File: src/rtl/sort_pkg.sv
// Shared types and defaults for the bubble sort controller.
// State encoding, default geometry and swap counter width.
package sort_pkg;

  typedef enum logic [1:0] {
    S_LOAD,
    S_SORT,
    S_UNLOAD
  } sort_state_e;

  localparam int SORT_WIDTH = 3;
  localparam int SORT_DEPTH = 4;
  localparam int SWAP_CNT_W = 8;

endpackage

File: src/rtl/mag_cmp.sv
// Combinational unsigned magnitude comparator.
// Shared by every compare-and-swap step of the sorter.
module mag_cmp #(
  parameter int WIDTH = 3
) (
  input  logic [WIDTH-1:0] a_i,
  input  logic [WIDTH-1:0] b_i,
  output logic             a_lt_b,
  output logic             a_gt_b,
  output logic             a_eq_b
);

  assign a_lt_b = a_i < b_i;
  assign a_gt_b = a_i > b_i;
  assign a_eq_b = a_i == b_i;

endmodule

File: src/rtl/bubble_sort_controller.sv
// In-place bubble sort of a DEPTH-word block, one compare per cycle.
// Words stream in, get sorted ascending, then stream out smallest first.
module bubble_sort_controller
  import sort_pkg::*;
#(
  parameter int WIDTH = SORT_WIDTH,
  parameter int DEPTH = SORT_DEPTH
) (
  input  logic                  clk,
  input  logic                  rst_n,
  input  logic                  in_valid,
  output logic                  in_ready,
  input  logic [WIDTH-1:0]      in_data,
  output logic                  out_valid,
  input  logic                  out_ready,
  output logic [WIDTH-1:0]      out_data,
  output logic                  out_last,
  output logic                  busy,
  output logic [SWAP_CNT_W-1:0] swap_count
);

  localparam int PW = $clog2(DEPTH);
  localparam logic [PW-1:0] PTR_LAST = PW'(DEPTH - 1);
  localparam logic [PW-1:0] J_LAST = PW'(DEPTH - 2);

  sort_state_e state_q, state_d;

  logic [WIDTH-1:0] mem_q [DEPTH];
  logic [WIDTH-1:0] mem_d [DEPTH];
  logic [PW-1:0] wr_q, wr_d;
  logic [PW-1:0] rd_q, rd_d;
  logic [PW-1:0] j_q, j_d;
  logic [PW-1:0] pass_q, pass_d;
  logic [SWAP_CNT_W-1:0] cnt_q, cnt_d;
  logic [SWAP_CNT_W-1:0] swc_q, swc_d;
  logic psw_q, psw_d;

  logic [PW-1:0] jn;
  logic [WIDTH-1:0] cmp_a, cmp_b;
  logic gt, cmp_lt_unused, cmp_eq_unused;
  logic in_fire, out_fire;
  logic load_done, pass_end, sort_done, unload_done;

  assign jn    = j_q + PW'(1);
  assign cmp_a = mem_q[j_q];
  assign cmp_b = mem_q[jn];

  mag_cmp #(.WIDTH(WIDTH)) u_cmp (
    .a_i   (cmp_a),
    .b_i   (cmp_b),
    .a_lt_b(cmp_lt_unused),
    .a_gt_b(gt),
    .a_eq_b(cmp_eq_unused)
  );

  assign in_fire     = (state_q == S_LOAD) && in_valid;
  assign out_fire    = (state_q == S_UNLOAD) && out_ready;
  assign load_done   = in_fire && (wr_q == PTR_LAST);
  assign pass_end    = j_q == (J_LAST - pass_q);
  // Early exit once a whole pass has run without a single swap.
  assign sort_done   = pass_end &&
                       ((pass_q == J_LAST) || !(psw_q || gt));
  assign unload_done = out_fire && (rd_q == PTR_LAST);

  always_ff @(posedge clk or negedge rst_n) begin
    if (!rst_n) begin
      state_q <= S_LOAD;
    end else begin
      state_q <= state_d;
    end
  end

  always_comb begin
    state_d = state_q;
    unique case (state_q)
      S_LOAD:   if (load_done)   state_d = S_SORT;
      S_SORT:   if (sort_done)   state_d = S_UNLOAD;
      S_UNLOAD: if (unload_done) state_d = S_LOAD;
      default:                   state_d = S_LOAD;
    endcase
  end

  always_comb begin
    in_ready   = state_q == S_LOAD;
    busy       = state_q == S_SORT;
    out_valid  = state_q == S_UNLOAD;
    out_data   = out_valid ? mem_q[rd_q] : '0;
    out_last   = out_valid && (rd_q == PTR_LAST);
    swap_count = swc_q;
  end

  always_comb begin
    mem_d  = mem_q;
    wr_d   = wr_q;
    rd_d   = rd_q;
    j_d    = j_q;
    pass_d = pass_q;
    cnt_d  = cnt_q;
    swc_d  = swc_q;
    psw_d  = psw_q;
    unique case (state_q)
      S_LOAD: begin
        if (in_fire) begin
          mem_d[wr_q] = in_data;
          wr_d = wr_q + PW'(1);
        end
        if (load_done) begin
          wr_d   = '0;
          j_d    = '0;
          pass_d = '0;
          cnt_d  = '0;
          psw_d  = 1'b0;
        end
      end
      S_SORT: begin
        if (gt) begin
          mem_d[j_q] = cmp_b;
          mem_d[jn]  = cmp_a;
          cnt_d = cnt_q + SWAP_CNT_W'(1);
        end
        if (pass_end) begin
          j_d    = '0;
          pass_d = pass_q + PW'(1);
          psw_d  = 1'b0;
        end else begin
          j_d   = jn;
          psw_d = psw_q || gt;
        end
        if (sort_done) swc_d = cnt_q + SWAP_CNT_W'(gt);
      end
      S_UNLOAD: begin
        if (out_fire) rd_d = unload_done ? '0 : rd_q + PW'(1);
      end
      default: ;
    endcase
  end

  always_ff @(posedge clk or negedge rst_n) begin
    if (!rst_n) begin
      for (int i = 0; i < DEPTH; i++) mem_q[i] <= '0;
      wr_q   <= '0;
      rd_q   <= '0;
      j_q    <= '0;
      pass_q <= '0;
      cnt_q  <= '0;
      swc_q  <= '0;
      psw_q  <= 1'b0;
    end else begin
      mem_q  <= mem_d;
      wr_q   <= wr_d;
      rd_q   <= rd_d;
      j_q    <= j_d;
      pass_q <= pass_d;
      cnt_q  <= cnt_d;
      swc_q  <= swc_d;
      psw_q  <= psw_d;
    end
  end

endmodule

File: config.mk
export PLATFORM = sky130hd
export DESIGN_NAME = bubble_sort_controller
export DESIGN_NICKNAME = d
export VERILOG_FILES = /design/src/rtl/sort_pkg.sv /design/src/rtl/mag_cmp.sv /design/src/rtl/bubble_sort_controller.sv
export SDC_FILE = /design/constraint.sdc
export NUM_CORES = 1
export LEC_CHECK = 0
export BUFFER_PORTS_ARGS = -buffer_cell sky130_fd_sc_hd__buf_2
export CORE_ASPECT_RATIO = 1.75
export CORE_UTILIZATION = 65
export DETAILED_ROUTE_END_ITERATION = 6
export PLACE_DENSITY = 0.95
export REMOVE_ABC_BUFFERS = 1
export SYNTH_ARGS = -nofsm -noshare
export SYNTH_HDL_FRONTEND = slang
export SYNTH_HIERARCHICAL = 1
export SYNTH_SLANG_ARGS = --single-unit
export TNS_END_PERCENT = 100
File: constraint.sdc
create_clock -name clk -period 7.93 [get_ports clk]
set_clock_uncertainty 0.05 [all_clocks]
set_input_delay 1.9825 -clock clk [delete_from_list [all_inputs] [get_ports clk]]
set_output_delay 1.9825 -clock clk [all_outputs]
set_load 0.01 [all_outputs]
==> metrics.txt, run 1 <==
# TYPE chip_impl_metric gauge
chip_impl_metric{name="wl_per_cell",unit="um"} 20.4
chip_impl_metric{name="floorplan.core_area",unit="um2"} 3900
chip_impl_metric{name="ctsResizeCount",unit=""} 0
chip_impl_info{name="outcome",value="complete, no violations"} 1
chip_impl_info{name="timing.setup.critical_path_class",value="flop to primary output"} 1
chip_impl_metric{name="netlist_area",unit="um2"} 2650
chip_impl_metric{name="gp_congestion",unit=""} 0.992
chip_impl_metric{name="cts-buffers-inserted",unit=""} 5
chip_impl_metric{name="antenna_violations_before_repair",unit=""} 0
chip_impl_info{name="critical-path-slowest-cell",value="sky130_fd_sc_hd__nand2b_1"} 1
chip_impl_metric{name="worstMarginPinSlew",unit="ns"} 0.940
chip_impl_info{name="grt_setup_unrepaired",value="no"} 1
chip_impl_metric{name="area.growth.synth_to_final",unit="%"} 8.02
chip_impl_metric{name="synth_cells",unit=""} 254
chip_impl_metric{name="postCtsHoldBufs",unit=""} 0
chip_impl_metric{name="via_count_normalized_by_instance_count",unit=""} 6.74
chip_impl_metric{name="routed-via-count",unit=""} 2171
chip_impl_info{name="clock_tree.root_cell",value="sky130_fd_sc_hd__clkbuf_8"} 1
chip_impl_metric{name="maxSlewViolCount",unit=""} 0
chip_impl_metric{name="die_x",unit="um"} 50.3
chip_impl_info{name="type_of_destination_of_the_critical_path",value="primary output"} 1
chip_impl_metric{name="clock.fmax",unit="MHz"} 243
chip_impl_metric{name="synth-warning-count",unit=""} 6
chip_impl_info{name="cp-start-kind",value="flop"} 1
chip_impl_metric{name="wl",unit="um"} 6560
chip_impl_metric{name="globalRouteTotalUtil",unit="%"} 32.3
chip_impl_metric{name="gr-total-overflow",unit=""} 0
chip_impl_metric{name="slowest_delay",unit="ns"} 0.76
chip_impl_info{name="critical_path.startpoint",value="state_q[1]"} 1
chip_impl_metric{name="finalHoldViolations",unit=""} 0
chip_impl_metric{name="use_met1",unit="%"} 34.0
chip_impl_metric{name="maxCapViolations",unit=""} 0
chip_impl_metric{name="finalSetupTns",unit="ns"} 0
chip_impl_info{name="timing.hold.worst.start",value="swap_count[1]"} 1
chip_impl_metric{name="groute.layer.met3.usage",unit="%"} 6.67
chip_impl_metric{name="data_required_time_at_the_worst_endpoint",unit="ns"} 5.90
chip_impl_info{name="gr-max-usage-layer",value="met2"} 1
chip_impl_info{name="critical_path.cell_chain",value="nand2b_1 > inv_2 > buf_2"} 1
chip_impl_metric{name="grt_pass1_wl",unit="um"} 10300
chip_impl_metric{name="max-vdd-ir-drop",unit="mV"} 0.323
chip_impl_metric{name="power_density",unit="nW/um2"} 470
chip_impl_metric{name="insertion_delay",unit="ns"} 0.30
chip_impl_metric{name="layout_worst_path_cycle_share",unit="%"} 51.9
chip_impl_metric{name="synthesis.area_per_instance",unit="um2"} 10.4
chip_impl_metric{name="cts_setup_buffers",unit=""} 0
chip_impl_metric{name="critical_path_arrival",unit="ns"} 2.08
chip_impl_metric{name="number_of_iterations_in_the_first_detailed_routing_pass",unit=""} 5
chip_impl_metric{name="core.rowCount",unit=""} 30
chip_impl_metric{name="floorplan.die.height",unit="um"} 86.5
chip_impl_metric{name="power.leakage",unit="nW"} 1.34
chip_impl_metric{name="finalNetCount",unit=""} 299
chip_impl_metric{name="grtUsageMet2",unit="%"} 57.0
chip_impl_metric{name="diodes",unit=""} 0
chip_impl_metric{name="drive_gt1_share",unit="%"} 23.0
chip_impl_info{name="cts_tree",value="built"} 1
chip_impl_metric{name="io_pins",unit=""} 22
chip_impl_metric{name="largest_net_degree_at_the_start_of_global_routing",unit=""} 40
chip_impl_metric{name="htree_num_levels",unit=""} 2
chip_impl_metric{name="cts.sink_count",unit=""} 39
chip_impl_metric{name="hpwlAfterDp",unit="um"} 4880
chip_impl_metric{name="initial_core_util",unit="%"} 67.9
chip_impl_metric{name="first_global_vias",unit=""} 2134
chip_impl_metric{name="post-layout-total-power",unit="mW"} 1.35
chip_impl_metric{name="drtIter0Drc",unit=""} 208
chip_impl_metric{name="cts_max_path_buffers",unit=""} 2
chip_impl_metric{name="antenna_left",unit=""} 0
chip_impl_info{name="timing.hold.worst.class",value="flop to flop"} 1
chip_impl_metric{name="report.final.setup_viol",unit=""} 0
chip_impl_metric{name="numPortBuffers",unit=""} 21
chip_impl_metric{name="maxSlewHeadroom",unit="%"} 37.3
chip_impl_metric{name="final.min_clock_period",unit="ns"} 4.12
chip_impl_info{name="regToRegStartpoint",value="j_q[0]"} 1
chip_impl_metric{name="drc_errors",unit=""} 0
chip_impl_metric{name="clkSlewWorstSetupHoldPaths",unit="ns"} 0.08
chip_impl_metric{name="critical_path_peak_fanout",unit=""} 26
chip_impl_metric{name="die_area",unit="um2"} 4350
[final cells by class]
cell class	instances	area, um2
tap	48	60.1
clock buffer	6	72.6
inverter	11	41.3
fill	271	1040
multi-input combinational	195	1600
sequential	39	976
timing repair buffer	21	105
clock inverter	2	12.5
[worst max-delay path, delay by kind of cell, from the launching register on]
| family | cells | cell delay (ns) |
|---|---|---|
| flip-flops | 1 | 0.44 |
| AND/OR/NAND/NOR | 1 | 0.76 |
| buffers and inverters | 2 | 0.58 |
[path summary, 6_finish.rpt]
check	to	slack [ns]	cells after the start
max	busy	3.81	3
min	swap_count[1]	0.44	1
max in group asynchronous	swap_count[4]	5.54	1
min in group asynchronous	wr_q[1]	1.74	1
max reg2reg	mem_q[1]	3.84	11
min reg2reg	swap_count[1]	0.44	1
[layer usage]
metal | up-vias | wire [um]
li1 | 981 | -
met1 | 1048 | 2370
met2 | 109 | 3500
met3 | 33 | 351
met4 | 0 | 333
met5 | - | 0
[where the power goes]
part	internal [mW]	total [mW]	switching (mW)
logic	0.361	0.809	0.448
clock network	0.0614	0.132	0.0705
registers	0.289	0.406	0.117
total	0.711	1.35	0.636
[flip-flops by register name, summed over array words and instances (netlist names)]
register,cells
psw_q,1
cnt_q,8
swap_count,8
mem_q,12
pass_q,2
state_q,2
j_q,2
wr_q,2
rd_q,2
[through the flow]
| step | utilization (%) | instance area (um2) | hold slack (ns) | worst slack [ns] | std cells |
|---|---|---|---|---|---|
| after floorplan | - | 2620 | 0.435 | 4.39 | 245 |
| after global placement | 71.2 | 2780 | 0.420 | 4.16 | 314 |
| after detailed placement | 71.2 | 2780 | 0.427 | 3.91 | 314 |
| after CTS | 73.4 | 2870 | 0.445 | 3.89 | 322 |
| after global routing | 73.4 | 2870 | 0.457 | 3.65 | 322 |
| final | 73.4 | 2870 | 0.437 | 3.81 | 322 |
[layout by cell type, fill, tap and decap left out, types with 3 or more instances in the layout]
cell	instances
sky130_fd_sc_hd__a222oi_1	6
sky130_fd_sc_hd__nand2_1	21
sky130_fd_sc_hd__nand3_1	14
sky130_fd_sc_hd__a21oi_1	11
sky130_fd_sc_hd__ha_1	19
sky130_fd_sc_hd__mux2i_1	4
sky130_fd_sc_hd__o31ai_1	3
sky130_fd_sc_hd__nor3_1	4
sky130_fd_sc_hd__inv_1	10
sky130_fd_sc_hd__dfrtp_1	39
sky130_fd_sc_hd__mux2_1	7
sky130_fd_sc_hd__mux2_2	21
sky130_fd_sc_hd__xnor2_1	6
sky130_fd_sc_hd__nor3b_1	4
sky130_fd_sc_hd__and2_1	4
sky130_fd_sc_hd__clkbuf_8	5
sky130_fd_sc_hd__mux4_2	6
sky130_fd_sc_hd__o21ai_1	8
sky130_fd_sc_hd__nor2_1	14
sky130_fd_sc_hd__a221oi_1	6
sky130_fd_sc_hd__and3b_1	4
sky130_fd_sc_hd__buf_2	21
sky130_fd_sc_hd__xor2_1	6
Power figures use the tool's default switching activity.
==> inputs of run 2 (changes only) <==
--- a/config.mk
+++ b/config.mk
@@ -5,11 +5,12 @@
 export SDC_FILE = /design/constraint.sdc
 export NUM_CORES = 1
 export LEC_CHECK = 0
+export ABC_AREA = 1
 export BUFFER_PORTS_ARGS = -buffer_cell sky130_fd_sc_hd__buf_2
 export CORE_ASPECT_RATIO = 1.75
-export CORE_UTILIZATION = 65
+export CORE_UTILIZATION = 55
 export DETAILED_ROUTE_END_ITERATION = 6
-export PLACE_DENSITY = 0.95
+export PLACE_DENSITY = 0.89
 export REMOVE_ABC_BUFFERS = 1
 export SYNTH_ARGS = -nofsm -noshare
 export SYNTH_HDL_FRONTEND = slang
==> constraint.sdc (replaced) <==
create_clock -name clk -period 3.7 [get_ports clk]
set_clock_uncertainty 0.05 [all_clocks]
set_input_delay 0.925 -clock clk [delete_from_list [all_inputs] [get_ports clk]]
set_output_delay 0.925 -clock clk [all_outputs]
set_load 0.01 [all_outputs]
==> metrics.txt, run 2 <==
# TYPE chip_impl_metric gauge
chip_impl_info{name="outcome",value="complete, no violations"} 1
chip_impl_info{name="cts_tree",value="built"} 1
chip_impl_metric{name="maxCapViolations",unit=""} 0
chip_impl_metric{name="final.min_clock_period",unit="ns"} 3.28
chip_impl_metric{name="synth_edf_count",unit=""} 0
chip_impl_metric{name="cts_setup_buffers",unit=""} 0
chip_impl_metric{name="initial_core_util",unit="%"} 57.5
chip_impl_metric{name="largest_reg_flops",unit=""} 12
chip_impl_metric{name="insertion_delay",unit="ns"} 0.31
chip_impl_metric{name="critical_path_peak_fanout",unit=""} 14
chip_impl_metric{name="critical_path_arrival",unit="ns"} 3.43
chip_impl_info{name="reg_with_most_ffs",value="mem_q"} 1
chip_impl_metric{name="power_density",unit="nW/um2"} 971
chip_impl_metric{name="area.growth.synth_to_final",unit="%"} 7.43
chip_impl_metric{name="comb_power_share",unit="%"} 63.4
chip_impl_metric{name="wl_per_cell",unit="um"} 15.4
chip_impl_metric{name="wl",unit="um"} 7410
chip_impl_info{name="timing.setup.critical_path_class",value="flop to flop"} 1
chip_impl_metric{name="die_x",unit="um"} 56.5
chip_impl_metric{name="antenna_violations_before_repair",unit=""} 0
chip_impl_metric{name="clkSlewWorstSetupHoldPaths",unit="ns"} 0.08
chip_impl_metric{name="post-place-ws",unit="ns"} 0.491
chip_impl_metric{name="p_clk_share",unit="%"} 10.6
chip_impl_info{name="critical_path.cell_chain",value="inv_1 > ha_1 > inv_1 > nand3_1 > and2_1 > inv_1 > ha_1 > nand2_2 > nor2_2 > nor2_2 > nor2_2 > nor2_1 > nor2_1 > nor2_4 > nand2_2 > inv_1 > nand2_1 > nand2_1"} 1
chip_impl_metric{name="finalHoldViolations",unit=""} 0
chip_impl_info{name="clock_tree.root_cell",value="sky130_fd_sc_hd__clkbuf_8"} 1
chip_impl_metric{name="internal-power",unit="mW"} 1.38
chip_impl_metric{name="p_sw",unit="mW"} 1.60
chip_impl_metric{name="die_area",unit="um2"} 5510
chip_impl_metric{name="floorplan.die.height",unit="um"} 97.4
chip_impl_metric{name="postPlaceCellArea",unit="um2"} 2980
chip_impl_info{name="timing.hold.worst.class",value="flop to flop"} 1
chip_impl_metric{name="synth-seq-area-share",unit="%"} 34.1
chip_impl_info{name="synth.most_common_cell",value="sky130_fd_sc_hd__nand2_1"} 1
chip_impl_info{name="grt_setup_unrepaired",value="no"} 1
chip_impl_metric{name="maxSlewHeadroom",unit="%"} 39.0
chip_impl_metric{name="power.leakage",unit="nW"} 1.59
chip_impl_metric{name="netlist_area",unit="um2"} 2860
chip_impl_metric{name="data_required_time_at_the_worst_endpoint",unit="ns"} 3.86
chip_impl_metric{name="largest_net_degree_at_the_start_of_global_routing",unit=""} 40
chip_impl_metric{name="via_count_normalized_by_instance_count",unit=""} 5.72
chip_impl_metric{name="cts-buffers-inserted",unit=""} 5
chip_impl_metric{name="worstMarginPinSlew",unit="ns"} 0.915
chip_impl_metric{name="layout_worst_path_cycle_share",unit="%"} 88.5
chip_impl_metric{name="hpwlAfterDp",unit="um"} 5530
chip_impl_info{name="synth_area_leaders",value="sky130_fd_sc_hd__dfrtp_1 (34%), sky130_fd_sc_hd__nand2_1 (13%), sky130_fd_sc_hd__nand3_1 (9.4%), sky130_fd_sc_hd__ha_1 (8.3%), sky130_fd_sc_hd__nor2_1 (7.9%)"} 1
chip_impl_metric{name="power.switching_fraction",unit="%"} 53.7
chip_impl_metric{name="maxSlewViolCount",unit=""} 0
chip_impl_metric{name="slowest_delay",unit="ns"} 0.54
chip_impl_metric{name="final_util",unit="%"} 61.8
chip_impl_metric{name="finalSetupTns",unit="ns"} 0
chip_impl_metric{name="postLayoutCellArea",unit="um2"} 3080
chip_impl_metric{name="ctsResizeCount",unit=""} 0
chip_impl_metric{name="synth_cells",unit=""} 404
chip_impl_metric{name="max-vdd-ir-drop",unit="mV"} 0.632
chip_impl_metric{name="drc_errors",unit=""} 0
chip_impl_metric{name="finalNetCount",unit=""} 452
chip_impl_metric{name="worst_hold_slack",unit="ns"} 0.443
chip_impl_metric{name="synth-warning-count",unit=""} 6
chip_impl_metric{name="diodes",unit=""} 0
chip_impl_metric{name="ys_ff_latch",unit=""} 39
chip_impl_info{name="mostFrequentLayoutCell",value="sky130_fd_sc_hd__nand2_1"} 1
chip_impl_info{name="critPathMostFrequentCell",value="sky130_fd_sc_hd__inv_1"} 1
chip_impl_metric{name="report.final.setup_viol",unit=""} 0
chip_impl_metric{name="globalRouteTotalUtil",unit="%"} 29.0
chip_impl_metric{name="number_of_iterations_in_the_first_detailed_routing_pass",unit=""} 7
chip_impl_metric{name="cts.sink_count",unit=""} 39
chip_impl_metric{name="place.detailed.instances",unit=""} 473
chip_impl_metric{name="core.rowCount",unit=""} 34
chip_impl_metric{name="synthesis.area_per_instance",unit="um2"} 7.09
chip_impl_info{name="type_of_destination_of_the_critical_path",value="flop"} 1
chip_impl_metric{name="yosysUniqueCellTypes",unit=""} 30
chip_impl_info{name="synth_common_cells",value="sky130_fd_sc_hd__nand2_1 (102), sky130_fd_sc_hd__nor2_1 (60), sky130_fd_sc_hd__nand3_1 (54)"} 1
chip_impl_metric{name="antenna_left",unit=""} 0
chip_impl_metric{name="seq_power_share",unit="%"} 26.1
chip_impl_metric{name="first_global_vias",unit=""} 2602
chip_impl_metric{name="final.setup.worst_slack",unit="ns"} 0.424
chip_impl_metric{name="numPortBuffers",unit=""} 21
chip_impl_info{name="synth_largest_area_cell",value="sky130_fd_sc_hd__dfrtp_1"} 1
chip_impl_metric{name="floorplan.core_area",unit="um2"} 4980
chip_impl_metric{name="drive_gt1_share",unit="%"} 15.2
chip_impl_metric{name="io_pins",unit=""} 22
chip_impl_info{name="critical-path-slowest-cell",value="sky130_fd_sc_hd__dfrtp_1"} 1
chip_impl_metric{name="routed-via-count",unit=""} 2751
chip_impl_metric{name="reg2reg_slack",unit="ns"} 0.42
chip_impl_metric{name="postCtsHoldBufs",unit=""} 0
chip_impl_metric{name="finalNonFillerCells",unit=""} 481
chip_impl_metric{name="asyncSetResetFlopFracSynth",unit="%"} 100
chip_impl_metric{name="post-layout-total-power",unit="mW"} 2.99
chip_impl_metric{name="clock.fmax",unit="MHz"} 305
chip_impl_metric{name="drtIter0Drc",unit=""} 202
chip_impl_info{name="most-common-layout-cells",value="sky130_fd_sc_hd__nand2_1 (102), sky130_fd_sc_hd__nor2_1 (60), sky130_fd_sc_hd__nand3_1 (54)"} 1
chip_impl_metric{name="gr-total-overflow",unit=""} 0
chip_impl_metric{name="htree_num_levels",unit=""} 2
chip_impl_metric{name="gp_congestion",unit=""} 1.07
chip_impl_metric{name="cts_max_path_buffers",unit=""} 2
chip_impl_info{name="synth_flop_cell",value="sky130_fd_sc_hd__dfrtp_1"} 1
chip_impl_info{name="cp-start-kind",value="flop"} 1
chip_impl_metric{name="grt_pass1_wl",unit="um"} 12200
chip_impl_metric{name="synth_largest_type_area_fraction",unit="%"} 34.1
[run 2: worst paths after layout]
kind | startpoint | to | depth (start not counted)
min in group asynchronous | rst_n | j_q[0] | 1
min reg2reg | swap_count[0] | swap_count[0] | 2
max | j_q[1] | swap_count[7] | 18
max in group asynchronous | rst_n | state_q[0] | 1
min | swap_count[0] | swap_count[0] | 2
max reg2reg | j_q[1] | swap_count[7] | 18
[run 2: power groups by stage]
stage                     clock network [mW]  registers, mW  logic, mW
after floorplan                            0          0.737       1.41
after CTS                              0.319          0.770       1.88
after global placement                     0          0.770       1.83
final                                  0.316          0.778       1.89
after global routing                   0.332          0.794       2.14
after detailed placement                   0          0.777       1.86
[run 2: metal layers]
metal	vias up	GRT usage, %	wire length [um]
li1	1343	-	-
met1	1250	31.6	2670
met2	116	50.0	3890
met3	42	4.79	321
met4	0	19.3	525
met5	-	0	0
[run 2: final cells by class]
type | instances | area (um2)
multi-input cells | 317 | 1670
clock inverters | 1 | 8.76
inverters | 41 | 154
flip-flops and latches | 39 | 976
clock buffers | 7 | 86.3
well taps | 54 | 67.6
repair buffers | 22 | 113
fillers | 454 | 1900
[run 2: cells by family after synthesis]
| kind of cell | count (synthesis) | share of synthesized area [%] |
|---|---|---|
| simple gates | 250 | 38.7 |
| buf+inv | 48 | 7.56 |
| compound gates | 42 | 8.83 |
| flops | 39 | 34.1 |
| fa+ha+maj | 19 | 8.30 |
| xor+xnor | 6 | 2.49 |
[run 2: worst max-delay path, delay by kind of cell (launching register included)]
| family | cells | cell delay, ns |
|---|---|---|
| and+or+nand+nor | 12 | 1.39 |
| adders and majority gates | 2 | 0.68 |
| DFF | 1 | 0.54 |
| buffers and inverters | 4 | 0.49 |
==> inputs of run 3 (changes only) <==
--- a/config.mk
+++ b/config.mk
@@ -8,7 +8,9 @@
 export ABC_AREA = 1
 export BUFFER_PORTS_ARGS = -buffer_cell sky130_fd_sc_hd__buf_2
 export CORE_ASPECT_RATIO = 1.75
+export CORE_MARGIN = 2
 export CORE_UTILIZATION = 55
+export CTS_CLUSTER_SIZE = 20
 export DETAILED_ROUTE_END_ITERATION = 6
 export PLACE_DENSITY = 0.89
 export REMOVE_ABC_BUFFERS = 1
==> metrics.txt, run 3 (synthesis gave the netlist of run 2 again) <==
# TYPE chip_impl_metric gauge
chip_impl_info{name="outcome",value="finished, violations left"} 1
chip_impl_info{name="violated_checks",value="DRC"} 1
chip_impl_metric{name="htree_num_levels",unit=""} 2
chip_impl_metric{name="io_pins",unit=""} 22
chip_impl_info{name="timing.hold.worst.start",value="swap_count[6]"} 1
chip_impl_metric{name="cts.sink_count",unit=""} 39
chip_impl_metric{name="finalHoldViolations",unit=""} 0
chip_impl_metric{name="grt_pass1_wl",unit="um"} 12400
chip_impl_info{name="clock_tree.root_cell",value="sky130_fd_sc_hd__clkbuf_8"} 1
chip_impl_metric{name="hpwlAfterDp",unit="um"} 5770
chip_impl_info{name="cts_tree",value="built"} 1
chip_impl_metric{name="gr-total-overflow",unit=""} 0
chip_impl_info{name="critical-path-slowest-cell",value="sky130_fd_sc_hd__dfrtp_1"} 1
chip_impl_metric{name="routed-via-count",unit=""} 2723
chip_impl_metric{name="final.min_clock_period",unit="ns"} 3.27
chip_impl_metric{name="maxSlewViolCount",unit=""} 0
chip_impl_metric{name="area.growth.synth_to_final",unit="%"} 7.34
chip_impl_metric{name="max-vdd-ir-drop",unit="mV"} 0.653
chip_impl_metric{name="postCtsHoldBufs",unit=""} 0
chip_impl_info{name="most-common-layout-cells",value="sky130_fd_sc_hd__nand2_1 (102), sky130_fd_sc_hd__nor2_1 (60), sky130_fd_sc_hd__nand3_1 (54)"} 1
chip_impl_metric{name="floorplan.die.height",unit="um"} 99.4
chip_impl_metric{name="power_density",unit="nW/um2"} 973
chip_impl_metric{name="insertion_delay",unit="ns"} 0.31
chip_impl_info{name="mostFrequentLayoutCell",value="sky130_fd_sc_hd__nand2_1"} 1
chip_impl_info{name="critical_path.cell_chain",value="inv_1 > ha_1 > inv_1 > nand3_1 > and2_1 > inv_1 > ha_1 > nand2_2 > nor2_2 > nor2_2 > nor2_2 > nor2_1 > nor2_1 > nor2_4 > nand2_2 > inv_1 > nand2_1 > nand2_1"} 1
chip_impl_metric{name="via_count_normalized_by_instance_count",unit=""} 5.66
chip_impl_metric{name="antenna_left",unit=""} 0
chip_impl_metric{name="die_area",unit="um2"} 5820
chip_impl_metric{name="worst_hold_path.num_cells",unit=""} 2
chip_impl_metric{name="layout_worst_path_cycle_share",unit="%"} 88.3
chip_impl_metric{name="first_global_vias",unit=""} 2678
chip_impl_metric{name="diodes",unit=""} 0
chip_impl_metric{name="largest_net_degree_at_the_start_of_global_routing",unit=""} 40
chip_impl_metric{name="final.setup.worst_slack",unit="ns"} 0.433
chip_impl_metric{name="cts_max_path_buffers",unit=""} 2
chip_impl_metric{name="critical_path_arrival",unit="ns"} 3.42
chip_impl_info{name="reg_with_most_ffs",value="mem_q"} 1
chip_impl_metric{name="die_x",unit="um"} 58.5
chip_impl_metric{name="wl",unit="um"} 7520
chip_impl_metric{name="fillCellCount",unit=""} 457
chip_impl_metric{name="power.leakage",unit="nW"} 1.59
chip_impl_metric{name="critical_path_peak_fanout",unit=""} 14
chip_impl_info{name="timing.setup.critical_path_class",value="flop to flop"} 1
chip_impl_metric{name="finalNetCount",unit=""} 452
chip_impl_metric{name="worstMarginPinSlew",unit="ns"} 0.908
chip_impl_metric{name="initial_core_util",unit="%"} 57.5
chip_impl_metric{name="core.rowCount",unit=""} 34
chip_impl_metric{name="maxSlewHeadroom",unit="%"} 39.4
chip_impl_info{name="grt_setup_unrepaired",value="no"} 1
chip_impl_metric{name="antenna_violations_before_repair",unit=""} 0
chip_impl_info{name="regToRegStartpoint",value="j_q[1]"} 1
chip_impl_metric{name="number_of_iterations_in_the_first_detailed_routing_pass",unit=""} 7
chip_impl_info{name="timing.hold.worst.class",value="flop to flop"} 1
chip_impl_metric{name="post-place-ws",unit="ns"} 0.501
chip_impl_metric{name="maxCapViolations",unit=""} 0
chip_impl_metric{name="ctsResizeCount",unit=""} 0
chip_impl_metric{name="largest_reg_flops",unit=""} 12
chip_impl_metric{name="drtIter0Drc",unit=""} 154
chip_impl_metric{name="cts_setup_buffers",unit=""} 0
chip_impl_metric{name="drc_errors",unit=""} 1
chip_impl_metric{name="report.final.setup_viol",unit=""} 0
chip_impl_metric{name="numPortBuffers",unit=""} 21
chip_impl_metric{name="reg2reg_slack",unit="ns"} 0.43
chip_impl_metric{name="finalSetupTns",unit="ns"} 0
chip_impl_info{name="timing.hold.worst_endpoint",value="swap_count[6]"} 1
chip_impl_info{name="type_of_destination_of_the_critical_path",value="flop"} 1
chip_impl_info{name="critPathMostFrequentCell",value="sky130_fd_sc_hd__inv_1"} 1
chip_impl_metric{name="floorplan.core_area",unit="um2"} 4980
chip_impl_info{name="reg2reg_to",value="swap_count[0]"} 1
chip_impl_info{name="cp-start-kind",value="flop"} 1
chip_impl_metric{name="wl_per_cell",unit="um"} 15.6
chip_impl_metric{name="slowest_delay",unit="ns"} 0.52
chip_impl_metric{name="drive_gt1_share",unit="%"} 15.5
chip_impl_metric{name="data_required_time_at_the_worst_endpoint",unit="ns"} 3.85
chip_impl_metric{name="cts-buffers-inserted",unit=""} 5
chip_impl_metric{name="gp_congestion",unit=""} 0.971
chip_impl_metric{name="worst-r2r-cell-count",unit=""} 18
chip_impl_metric{name="clkSlewWorstSetupHoldPaths",unit="ns"} 0.09
chip_impl_metric{name="clock.fmax",unit="MHz"} 306
chip_impl_metric{name="globalRouteTotalUtil",unit="%"} 28.1
## run 3: area by class of cell
type | count | area, um2 | area share [%]
inverters | 41 | 154 | 5.01
clock inverters | 3 | 23.8 | 0.774
flip-flops and latches | 39 | 976 | 31.8
multi-input cells | 317 | 1670 | 54.4
clock buffers | 5 | 68.8 | 2.24
repair buffers | 22 | 113 | 3.66
well taps | 54 | 67.6 | 2.20
## run 3: worst max path at each step
stage | from | to | slack (ns) | depth (start not counted)
floorplan | j_q[0] | swap_count[4] | 0.53 | 16
global placement | j_q[1] | swap_count[7] | 0.64 | 18
detailed placement | j_q[1] | swap_count[7] | 0.50 | 18
CTS | j_q[1] | swap_count[0] | 0.46 | 18
global route | j_q[1] | swap_count[1] | 0.12 | 18
finish | j_q[1] | swap_count[0] | 0.43 | 18
## run 3: metal layers
metal	share of wire (%)	track usage, %	routed length, um
met1	35	29.1	2630
met2	55	51.3	4110
met3	4.0	3.77	298
met4	6.5	16.8	487
met5	0	0	0
## run 3: worst max-delay path: cells and delay by family, from the launching register on
family	cells	cell delay, ns
and+or+nand+nor	12	1.42
adders and majority gates	2	0.69
DFF	1	0.52
buffers and inverters	4	0.48
## run 3: per-stage QoR
| step | utilization [%] | power (mW) | cell area [um2] | cells | hold WS, ns |
|---|---|---|---|---|---|
| 2_1_floorplan | - | 2.15 | 2800 | 397 | 0.430 |
| 4_1_cts | 61.7 | 2.98 | 3070 | 481 | 0.452 |
| 6_report | 61.7 | 2.99 | 3070 | 481 | 0.453 |
| 5_1_grt | 61.7 | 3.27 | 3070 | 481 | 0.475 |
| 3_5_place_dp | 59.9 | 2.66 | 2980 | 473 | 0.430 |
| 3_3_place_gp | 59.9 | 2.62 | 2980 | 473 | 0.417 |
## run 3: power by group
part	internal (mW)	switching (mW)	total (mW)
Combinational	0.660	1.24	1.90
Sequential	0.578	0.198	0.776
Clock	0.135	0.174	0.309
Total	1.37	1.62	2.99
